[config.mk]
export PLATFORM = sky130hd
export DESIGN_NAME = issue_sequencer_flat
export DESIGN_NICKNAME = d
export VERILOG_FILES = /design/src/rtl/issue_sequencer_pkg.sv /design/src/rtl/issue_sequencer_if.sv /design/src/rtl/issue_hold_reg.sv /design/src/rtl/issue_sequencer.sv /design/src/flat_wrapper.sv
export SDC_FILE = /design/constraint.sdc
export NUM_CORES = 1
export LEC_CHECK = 0
export CORE_AREA = 5 5 186 188
export CTS_CLUSTER_SIZE = 24
export DETAILED_ROUTE_END_ITERATION = 16
export DIE_AREA = 0 0 191 193
export HOLD_SLACK_MARGIN = 0.06
export PLACE_DENSITY = 0.55
export RECOVER_POWER = 50
export SLEW_MARGIN = 20
export SYNTH_ARGS = -nofsm -noshare
export SYNTH_HDL_FRONTEND = slang
export SYNTH_SLANG_ARGS = --single-unit
[constraint.sdc]
create_clock -name clock_i -period 7.4 [get_ports clock_i]
set_clock_uncertainty 0.1 [all_clocks]
set_input_delay 1.11 -clock clock_i [delete_from_list [all_inputs] [get_ports clock_i]]
set_output_delay 1.11 -clock clock_i [all_outputs]
set_load 0.005 [all_outputs]
[src/rtl/issue_sequencer_pkg.sv]
// ----------------------------------------------------------------------------
// issue_sequencer_pkg
// Shared definitions for the issue sequencer slice:
//   - seq_state_e : FSM encodings (SEQ_PASS = 0, SEQ_REPLAY = 1)
//   - seq_slot_t  : one issue slot packed as {inst, ctrl, pc, pred, tgt}, so a
//                   held instruction lives in a single register vector
//   - SEQ_NOP_INST: instruction word used for empty slots (addi x0,x0,0)
// ----------------------------------------------------------------------------
package issue_sequencer_pkg;

   localparam int          CTRL_W       = 16;
   localparam logic [31:0] SEQ_NOP_INST = 32'h0000_0013;

   typedef enum logic {
      SEQ_PASS   = 1'b0,
      SEQ_REPLAY = 1'b1
   } seq_state_e;

   typedef struct packed {
      logic [31:0]       inst;
      logic [CTRL_W-1:0] ctrl;
      logic [31:0]       pc;
      logic              pred;
      logic [31:0]       tgt;
   } seq_slot_t;

   localparam int SLOT_W = $bits(seq_slot_t);

endpackage

[src/rtl/issue_sequencer_if.sv]
// ----------------------------------------------------------------------------
// issue_sequencer_if
// Decode-side pair, issue-side pair and control signals of the sequencer.
//   master : the environment (decode + issue + pipeline control)
//   slave  : the issue_sequencer itself
// ----------------------------------------------------------------------------
interface issue_sequencer_if
   import issue_sequencer_pkg::*;
#(
   parameter int CNT_W = 32
);
   // decode side
   logic              in_valid_i;
   logic              in_ready_o;
   logic [31:0]       in_inst0_i, in_inst1_i;
   logic [CTRL_W-1:0] in_ctrl0_i, in_ctrl1_i;
   logic [31:0]       in_pc0_i,   in_pc1_i;
   logic              in_pred0_i, in_pred1_i;
   logic [31:0]       in_tgt0_i,  in_tgt1_i;
   // pipeline control
   logic              stall_i;
   logic              flush_i;
   logic              issue1_special_stall_i;
   // issue side
   logic [31:0]       out_inst0_o, out_inst1_o;
   logic [CTRL_W-1:0] out_ctrl0_o, out_ctrl1_o;
   logic [31:0]       out_pc0_o,   out_pc1_o;
   logic              out_pred0_o, out_pred1_o;
   logic [31:0]       out_tgt0_o,  out_tgt1_o;
   logic              kill1_o;
   logic [CNT_W-1:0]  replay_cnt_o;

   modport master (
      output in_valid_i, in_inst0_i, in_inst1_i, in_ctrl0_i, in_ctrl1_i,
             in_pc0_i, in_pc1_i, in_pred0_i, in_pred1_i, in_tgt0_i, in_tgt1_i,
             stall_i, flush_i, issue1_special_stall_i,
      input  in_ready_o, out_inst0_o, out_inst1_o, out_ctrl0_o, out_ctrl1_o,
             out_pc0_o, out_pc1_o, out_pred0_o, out_pred1_o, out_tgt0_o, out_tgt1_o,
             kill1_o, replay_cnt_o
   );

   modport slave (
      input  in_valid_i, in_inst0_i, in_inst1_i, in_ctrl0_i, in_ctrl1_i,
             in_pc0_i, in_pc1_i, in_pred0_i, in_pred1_i, in_tgt0_i, in_tgt1_i,
             stall_i, flush_i, issue1_special_stall_i,
      output in_ready_o, out_inst0_o, out_inst1_o, out_ctrl0_o, out_ctrl1_o,
             out_pc0_o, out_pc1_o, out_pred0_o, out_pred1_o, out_tgt0_o, out_tgt1_o,
             kill1_o, replay_cnt_o
   );

endinterface

[src/rtl/issue_hold_reg.sv]
// ----------------------------------------------------------------------------
// issue_hold_reg
// Generic slot register with async reset, synchronous clear and load enable.
// Clear wins over enable. Usable as the storage of any one-entry skid buffer.
//   clock_i, reset_i : clock, asynchronous active-high reset
//   clr_i            : synchronous clear back to RST_VAL
//   en_i             : load d_i
//   d_i / q_o        : data in / registered data out
// ----------------------------------------------------------------------------
module issue_hold_reg #(
   parameter int           W       = 8,
   parameter logic [W-1:0] RST_VAL = '0
) (
   input  logic         clock_i,
   input  logic         reset_i,
   input  logic         clr_i,
   input  logic         en_i,
   input  logic [W-1:0] d_i,
   output logic [W-1:0] q_o
);

   logic [W-1:0] data_q;

   always_ff @(posedge clock_i or posedge reset_i) begin
      if (reset_i) begin
         data_q <= RST_VAL;
      end else if (clr_i) begin
         data_q <= RST_VAL;
      end else if (en_i) begin
         data_q <= d_i;
      end
   end

   assign q_o = data_q;

endmodule

[src/rtl/issue_sequencer.sv]
// ----------------------------------------------------------------------------
// issue_sequencer
// Presents decode pairs to issue. When issue reports that slot 1 cannot go
// with slot 0, slot 0 issues, slot 1 is killed and parked in a hold register,
// and the parked instruction is replayed alone in slot 0 on the next
// non-stalled cycle while decode is back-pressured.
//   clock_i, reset_i : clock, asynchronous active-high reset
//   bus (slave)      : decode pair in, issue pair out, stall/flush/special
//                      stall in, kill1_o and replay_cnt_o out
// ----------------------------------------------------------------------------
module issue_sequencer
   import issue_sequencer_pkg::*;
#(
   parameter logic [31:0] NOP_INST = SEQ_NOP_INST,
   parameter int          CNT_W    = 32
) (
   input  logic                 clock_i,
   input  logic                 reset_i,
   issue_sequencer_if.slave     bus
);

   localparam seq_slot_t NOP_SLOT = '{inst: NOP_INST, ctrl: '0, pc: '0, pred: 1'b0, tgt: '0};

   seq_state_e       state_q, state_d;
   logic [CNT_W-1:0] cnt_q, cnt_d;
   logic             hold_en, hold_clr;
   seq_slot_t        hold_q;
   seq_slot_t        in0, in1;
   seq_slot_t        out0, out1;

   assign in0 = '{inst: bus.in_inst0_i, ctrl: bus.in_ctrl0_i, pc: bus.in_pc0_i,
                  pred: bus.in_pred0_i, tgt: bus.in_tgt0_i};
   assign in1 = '{inst: bus.in_inst1_i, ctrl: bus.in_ctrl1_i, pc: bus.in_pc1_i,
                  pred: bus.in_pred1_i, tgt: bus.in_tgt1_i};

   issue_hold_reg #(
      .W       (SLOT_W),
      .RST_VAL (NOP_SLOT)
   ) u_hold (
      .clock_i (clock_i),
      .reset_i (reset_i),
      .clr_i   (hold_clr),
      .en_i    (hold_en),
      .d_i     (in1),
      .q_o     (hold_q)
   );

   always_ff @(posedge clock_i or posedge reset_i) begin
      if (reset_i) begin
         state_q <= SEQ_PASS;
         cnt_q   <= '0;
      end else begin
         state_q <= state_d;
         cnt_q   <= cnt_d;
      end
   end

   // Next state: flush beats stall; stall freezes everything else.
   always_comb begin
      state_d  = state_q;
      cnt_d    = cnt_q;
      hold_en  = 1'b0;
      hold_clr = 1'b0;
      if (bus.flush_i) begin
         state_d  = SEQ_PASS;
         hold_clr = 1'b1;
      end else if (!bus.stall_i) begin
         unique case (state_q)
            SEQ_PASS: begin
               if (bus.in_valid_i && bus.issue1_special_stall_i) begin
                  state_d = SEQ_REPLAY;
                  hold_en = 1'b1;
                  cnt_d   = cnt_q + CNT_W'(1);
               end
            end
            SEQ_REPLAY: state_d = SEQ_PASS;
            default:    state_d = SEQ_PASS;
         endcase
      end
   end

   // Outputs. In REPLAY the special stall input is ignored: a lone
   // instruction never needs splitting.
   always_comb begin
      out0           = NOP_SLOT;
      out1           = NOP_SLOT;
      bus.in_ready_o = 1'b0;
      bus.kill1_o    = 1'b0;
      if (state_q == SEQ_REPLAY) begin
         out0 = hold_q;
      end else begin
         bus.in_ready_o = !bus.stall_i && !bus.flush_i;
         bus.kill1_o    = bus.in_valid_i && bus.issue1_special_stall_i;
         if (bus.in_valid_i) begin
            out0 = in0;
            out1 = in1;
         end
      end
   end

   assign bus.out_inst0_o  = out0.inst;
   assign bus.out_ctrl0_o  = out0.ctrl;
   assign bus.out_pc0_o    = out0.pc;
   assign bus.out_pred0_o  = out0.pred;
   assign bus.out_tgt0_o   = out0.tgt;
   assign bus.out_inst1_o  = out1.inst;
   assign bus.out_ctrl1_o  = out1.ctrl;
   assign bus.out_pc1_o    = out1.pc;
   assign bus.out_pred1_o  = out1.pred;
   assign bus.out_tgt1_o   = out1.tgt;
   assign bus.replay_cnt_o = cnt_q;

endmodule

[src/flat_wrapper.sv]
// flat-port wrapper written by rule: the top's interface ports become plain ports
module issue_sequencer_flat import issue_sequencer_pkg::*;
#(
   parameter logic [31:0] NOP_INST = SEQ_NOP_INST,
   parameter int          CNT_W    = 32
)
  (clock_i, reset_i, bus_in_valid_i, bus_in_inst0_i, bus_in_inst1_i, bus_in_ctrl0_i, bus_in_ctrl1_i, bus_in_pc0_i, bus_in_pc1_i, bus_in_pred0_i, bus_in_pred1_i, bus_in_tgt0_i, bus_in_tgt1_i, bus_stall_i, bus_flush_i, bus_issue1_special_stall_i, bus_in_ready_o, bus_out_inst0_o, bus_out_inst1_o, bus_out_ctrl0_o, bus_out_ctrl1_o, bus_out_pc0_o, bus_out_pc1_o, bus_out_pred0_o, bus_out_pred1_o, bus_out_tgt0_o, bus_out_tgt1_o, bus_kill1_o, bus_replay_cnt_o);
  issue_sequencer_if #(.CNT_W(CNT_W)) bus_i ();
  input  logic clock_i;
  input  logic reset_i;
  input wire logic [$bits(bus_i.in_valid_i)-1:0] bus_in_valid_i;
  input wire logic [$bits(bus_i.in_inst0_i)-1:0] bus_in_inst0_i;
  input wire logic [$bits(bus_i.in_inst1_i)-1:0] bus_in_inst1_i;
  input wire logic [$bits(bus_i.in_ctrl0_i)-1:0] bus_in_ctrl0_i;
  input wire logic [$bits(bus_i.in_ctrl1_i)-1:0] bus_in_ctrl1_i;
  input wire logic [$bits(bus_i.in_pc0_i)-1:0] bus_in_pc0_i;
  input wire logic [$bits(bus_i.in_pc1_i)-1:0] bus_in_pc1_i;
  input wire logic [$bits(bus_i.in_pred0_i)-1:0] bus_in_pred0_i;
  input wire logic [$bits(bus_i.in_pred1_i)-1:0] bus_in_pred1_i;
  input wire logic [$bits(bus_i.in_tgt0_i)-1:0] bus_in_tgt0_i;
  input wire logic [$bits(bus_i.in_tgt1_i)-1:0] bus_in_tgt1_i;
  input wire logic [$bits(bus_i.stall_i)-1:0] bus_stall_i;
  input wire logic [$bits(bus_i.flush_i)-1:0] bus_flush_i;
  input wire logic [$bits(bus_i.issue1_special_stall_i)-1:0] bus_issue1_special_stall_i;
  output wire logic [$bits(bus_i.in_ready_o)-1:0] bus_in_ready_o;
  output wire logic [$bits(bus_i.out_inst0_o)-1:0] bus_out_inst0_o;
  output wire logic [$bits(bus_i.out_inst1_o)-1:0] bus_out_inst1_o;
  output wire logic [$bits(bus_i.out_ctrl0_o)-1:0] bus_out_ctrl0_o;
  output wire logic [$bits(bus_i.out_ctrl1_o)-1:0] bus_out_ctrl1_o;
  output wire logic [$bits(bus_i.out_pc0_o)-1:0] bus_out_pc0_o;
  output wire logic [$bits(bus_i.out_pc1_o)-1:0] bus_out_pc1_o;
  output wire logic [$bits(bus_i.out_pred0_o)-1:0] bus_out_pred0_o;
  output wire logic [$bits(bus_i.out_pred1_o)-1:0] bus_out_pred1_o;
  output wire logic [$bits(bus_i.out_tgt0_o)-1:0] bus_out_tgt0_o;
  output wire logic [$bits(bus_i.out_tgt1_o)-1:0] bus_out_tgt1_o;
  output wire logic [$bits(bus_i.kill1_o)-1:0] bus_kill1_o;
  output wire logic [$bits(bus_i.replay_cnt_o)-1:0] bus_replay_cnt_o;
  assign bus_i.in_valid_i = bus_in_valid_i;
  assign bus_i.in_inst0_i = bus_in_inst0_i;
  assign bus_i.in_inst1_i = bus_in_inst1_i;
  assign bus_i.in_ctrl0_i = bus_in_ctrl0_i;
  assign bus_i.in_ctrl1_i = bus_in_ctrl1_i;
  assign bus_i.in_pc0_i = bus_in_pc0_i;
  assign bus_i.in_pc1_i = bus_in_pc1_i;
  assign bus_i.in_pred0_i = bus_in_pred0_i;
  assign bus_i.in_pred1_i = bus_in_pred1_i;
  assign bus_i.in_tgt0_i = bus_in_tgt0_i;
  assign bus_i.in_tgt1_i = bus_in_tgt1_i;
  assign bus_i.stall_i = bus_stall_i;
  assign bus_i.flush_i = bus_flush_i;
  assign bus_i.issue1_special_stall_i = bus_issue1_special_stall_i;
  assign bus_in_ready_o = bus_i.in_ready_o;
  assign bus_out_inst0_o = bus_i.out_inst0_o;
  assign bus_out_inst1_o = bus_i.out_inst1_o;
  assign bus_out_ctrl0_o = bus_i.out_ctrl0_o;
  assign bus_out_ctrl1_o = bus_i.out_ctrl1_o;
  assign bus_out_pc0_o = bus_i.out_pc0_o;
  assign bus_out_pc1_o = bus_i.out_pc1_o;
  assign bus_out_pred0_o = bus_i.out_pred0_o;
  assign bus_out_pred1_o = bus_i.out_pred1_o;
  assign bus_out_tgt0_o = bus_i.out_tgt0_o;
  assign bus_out_tgt1_o = bus_i.out_tgt1_o;
  assign bus_kill1_o = bus_i.kill1_o;
  assign bus_replay_cnt_o = bus_i.replay_cnt_o;
  issue_sequencer #(.NOP_INST(NOP_INST), .CNT_W(CNT_W)) u_core (.clock_i(clock_i), .reset_i(reset_i), .bus(bus_i));
endmodule
==> impl_metrics.ini <==
[run_status]
outcome = finished with violations
violations = max-capacitance violations, max-slew violations

[clock_tree]
cts-resized-gates = 0
clk_pin_slew_ns = 0.06
cts_max_level = 4
cts_setup_buffers = 0
cts_tree = built
cts_root_buf = clkbuf_16
cts_sinks = 146
cts_buffers = 17
cts.hold.buffers_added = 0
clock_latency_ns = 0.42
clockBufferDepth = 2

[floorplanning]
die_area_um2 = 36900
dieHeight_um = 193
start_util = 0.230
die_w_um = 191
fp.coreArea_um2 = 32900
num_rows = 67
io_pins = 492

[route]
drcViolationCount = 0
vias = 7698
firstDrtPassIters = 4
wl_per_cell_um = 19.9
drt_wl_total_um = 33800
via_per_inst = 4.55
drtIter0Drc = 315
antenna_left = 0

[yosys]
synth-async-reset-ratio = 1.00
syn-cell-area_um2 = 7560
ys_top_cells_by_count = 165 x a22o_1, 143 x dfrtp_1, 124 x nand2_1
yosys_warnings = 0
synth_nets = 1018
ys_ff_latch = 146
synthCells = 785
synth_area_leaders = dfrtp_1 47%, a22o_1 19%, and2_1 9.3%
yosysTopAreaCellShare = 0.473
synthMostInstantiatedCell = a22o_1
synth-main-ff-cell = dfrtp_1
synth_edf_count = 0
synth_cell_type_count = 30
avgSynthCellArea_um2 = 9.64
post-synth-top-area-cell = dfrtp_1
ys_seq_area_frac = 0.483

[global_route]
grt.total_usage = 0.173
grt_pass1_wl_um = 49000
grt_max_degree = 96
grt_pass1_vias = 7909
grt-ovfl-total = 0
antenna_found_initial = 1

[final_layout]
final_net_count = 1465
drive_gt1_frac = 0.0410
multiInputGateArea_um2 = 3630
syn2layout_area_growth_pct = 77.7
diodes = 0
layout.cells.non_filler = 1693
seq_area_um2 = 3660
fillers = 3296

[sta]
timing.final.crit_period_ns = 5.92
drv_slew = 171
layout_setup_ws_ns = 1.48
worstMarginPinSlew_ns = 4.30
grt_setup_unrepaired = no
hold_viol = 0
finalSetupViolCount = 0
fin_tns_setup_ns = 0
whs_ns = 0.367
max_freq_ghz = 0.169
finalCritPeriodShare = 0.800
relSlewSlack = -1.88

[critical_path]
arrival_ns = 4.71
path_cells = clkbuf_1 -> a22o_1 -> clkdlybuf4s50_1
max_stage_delay_ns = 2.38
worstReg2RegEnd = u_core.u_hold.q_o[106]
startpoint = u_core.state_q
rr_worst_depth = 5
crit_family = buffers and inverters
crit_path_start_kind = register
cp.required_ns = 6.19
cp_max_fo = 67
slowest_stage = clkbuf_1
r2r_setup_slack_ns = 1.75
regToRegStartpoint = u_core.state_q
crit_type = register to primary output
critPathBufInv = 2
cp-end-kind = primary output

[place]
portBuffers = 491
post-dp-hpwl_um = 25100
place_ws_ns = 2.48
dp_cells = 1661
gp_congestion = 0.776

[pwr]
switching_share = 0.259
vdd_drop_max_mv = 0.143
power.switching_mw = 0.582
combPwrFrac = 0.220
leakage_nw = 5.80
power_frac_seq = 0.381
clockPowerShare = 0.399
finalPower_mw = 2.25
p_per_area_nw_per_um2 = 167
p_int_mw = 1.66

[hold_path]
hold_end = u_core.bus.replay_cnt_o[31]
min_from = u_core.bus.replay_cnt_o[31]
worst_hold_path.num_cells = 1
min_path_type = register to register

[flow_run]
drv_cap = 3
## cell usage in the layout, fill, tap and decap left out, drive strengths merged
master,instances
and4,3
dfrtp,143
a211o,1
bufinv,3
inv,5
and2,113
xor2,16
o21ai,1
nand3b,1
dfstp,3
xnor2,15
and3,6
nor4b,1
nor4,1
nor2,18
nand4,9
a22o,165
nand3,11
nor3,7
dlygate4sd3,33
a21oi,60
clkbuf,22
clkinv,6
nand2,124
nand2b,4
nor4bb,1
clkdlybuf4s50,457
nor2b,2
or3,1
buf,8
or2,1
ha,1
clkinvlp,3
## power groups by stage
stage | clock network (mW) | registers (mW) | logic (mW)
5_1_grt | 0.963 | 0.860 | 0.532
3_3_place_gp | 0 | 0.870 | 0.505
4_1_cts | 0.930 | 0.856 | 0.507
6_report | 0.897 | 0.856 | 0.493
3_5_place_dp | 0 | 0.871 | 0.504
2_1_floorplan | 0 | 0.861 | 0.160
## metal layers
layer,part of all wire,up-vias,track usage
li1,-,3662,-
met4,0.015,0,0.0423
met3,0.090,25,0.0583
met1,0.40,3653,0.210
met5,0,-,0
met2,0.49,358,0.298
## how the worst max path moves through the flow
| stage | slack [ns] | end | depth (start not counted) |
|---|---|---|---|
| global placement | 2.54 | bus_out_tgt0_o[1] | 6 |
| floorplan | 2.27 | u_core.bus.replay_cnt_o[0] | 1 |
| finish | 1.48 | bus_out_tgt0_o[5] | 3 |
| detailed placement | 2.48 | bus_out_tgt0_o[1] | 6 |
| CTS | 2.47 | bus_out_tgt0_o[1] | 6 |
| global route | 1.22 | bus_out_inst0_o[19] | 3 |
## stage by stage
stage / instance area (µm²) / util
2_1_floorplan: 7560 / -
3_3_place_gp: 12900 / 0.391
3_5_place_dp: 12900 / 0.391
4_1_cts: 13500 / 0.409
5_1_grt: 13400 / 0.408
6_report: 13400 / 0.408
## state kept, by name, summed over array words and instances (netlist names)
register and cells:
u_core.bus.replay_cnt_o 32, u_core.state_q 1, u_core.u_hold.q_o 113
## cell type report
type	instances	share of cell area
Clock buffer	20	0.0325
Multi-Input combinational cell	562	0.270
Sequential cell	146	0.272
Tap cell	448	0.0417
Timing Repair Buffer	500	0.370
Inverter	5	0.00149
Clock inverter	12	0.0118
## cell families (layout without fill, tap and decap cells)
logic type                 after synthesis  after routing  synth area share
AOI/OAI and AO/OA                      227            227             0.233
DFF                                    146            146             0.483
adders and majority gates                1              1           0.00165
and+or+nand+nor                        303            303             0.207
xor gates and xnor gates                31             31            0.0359
buffers and inverters                   77            537            0.0394
Power figures use the tool's default switching activity.
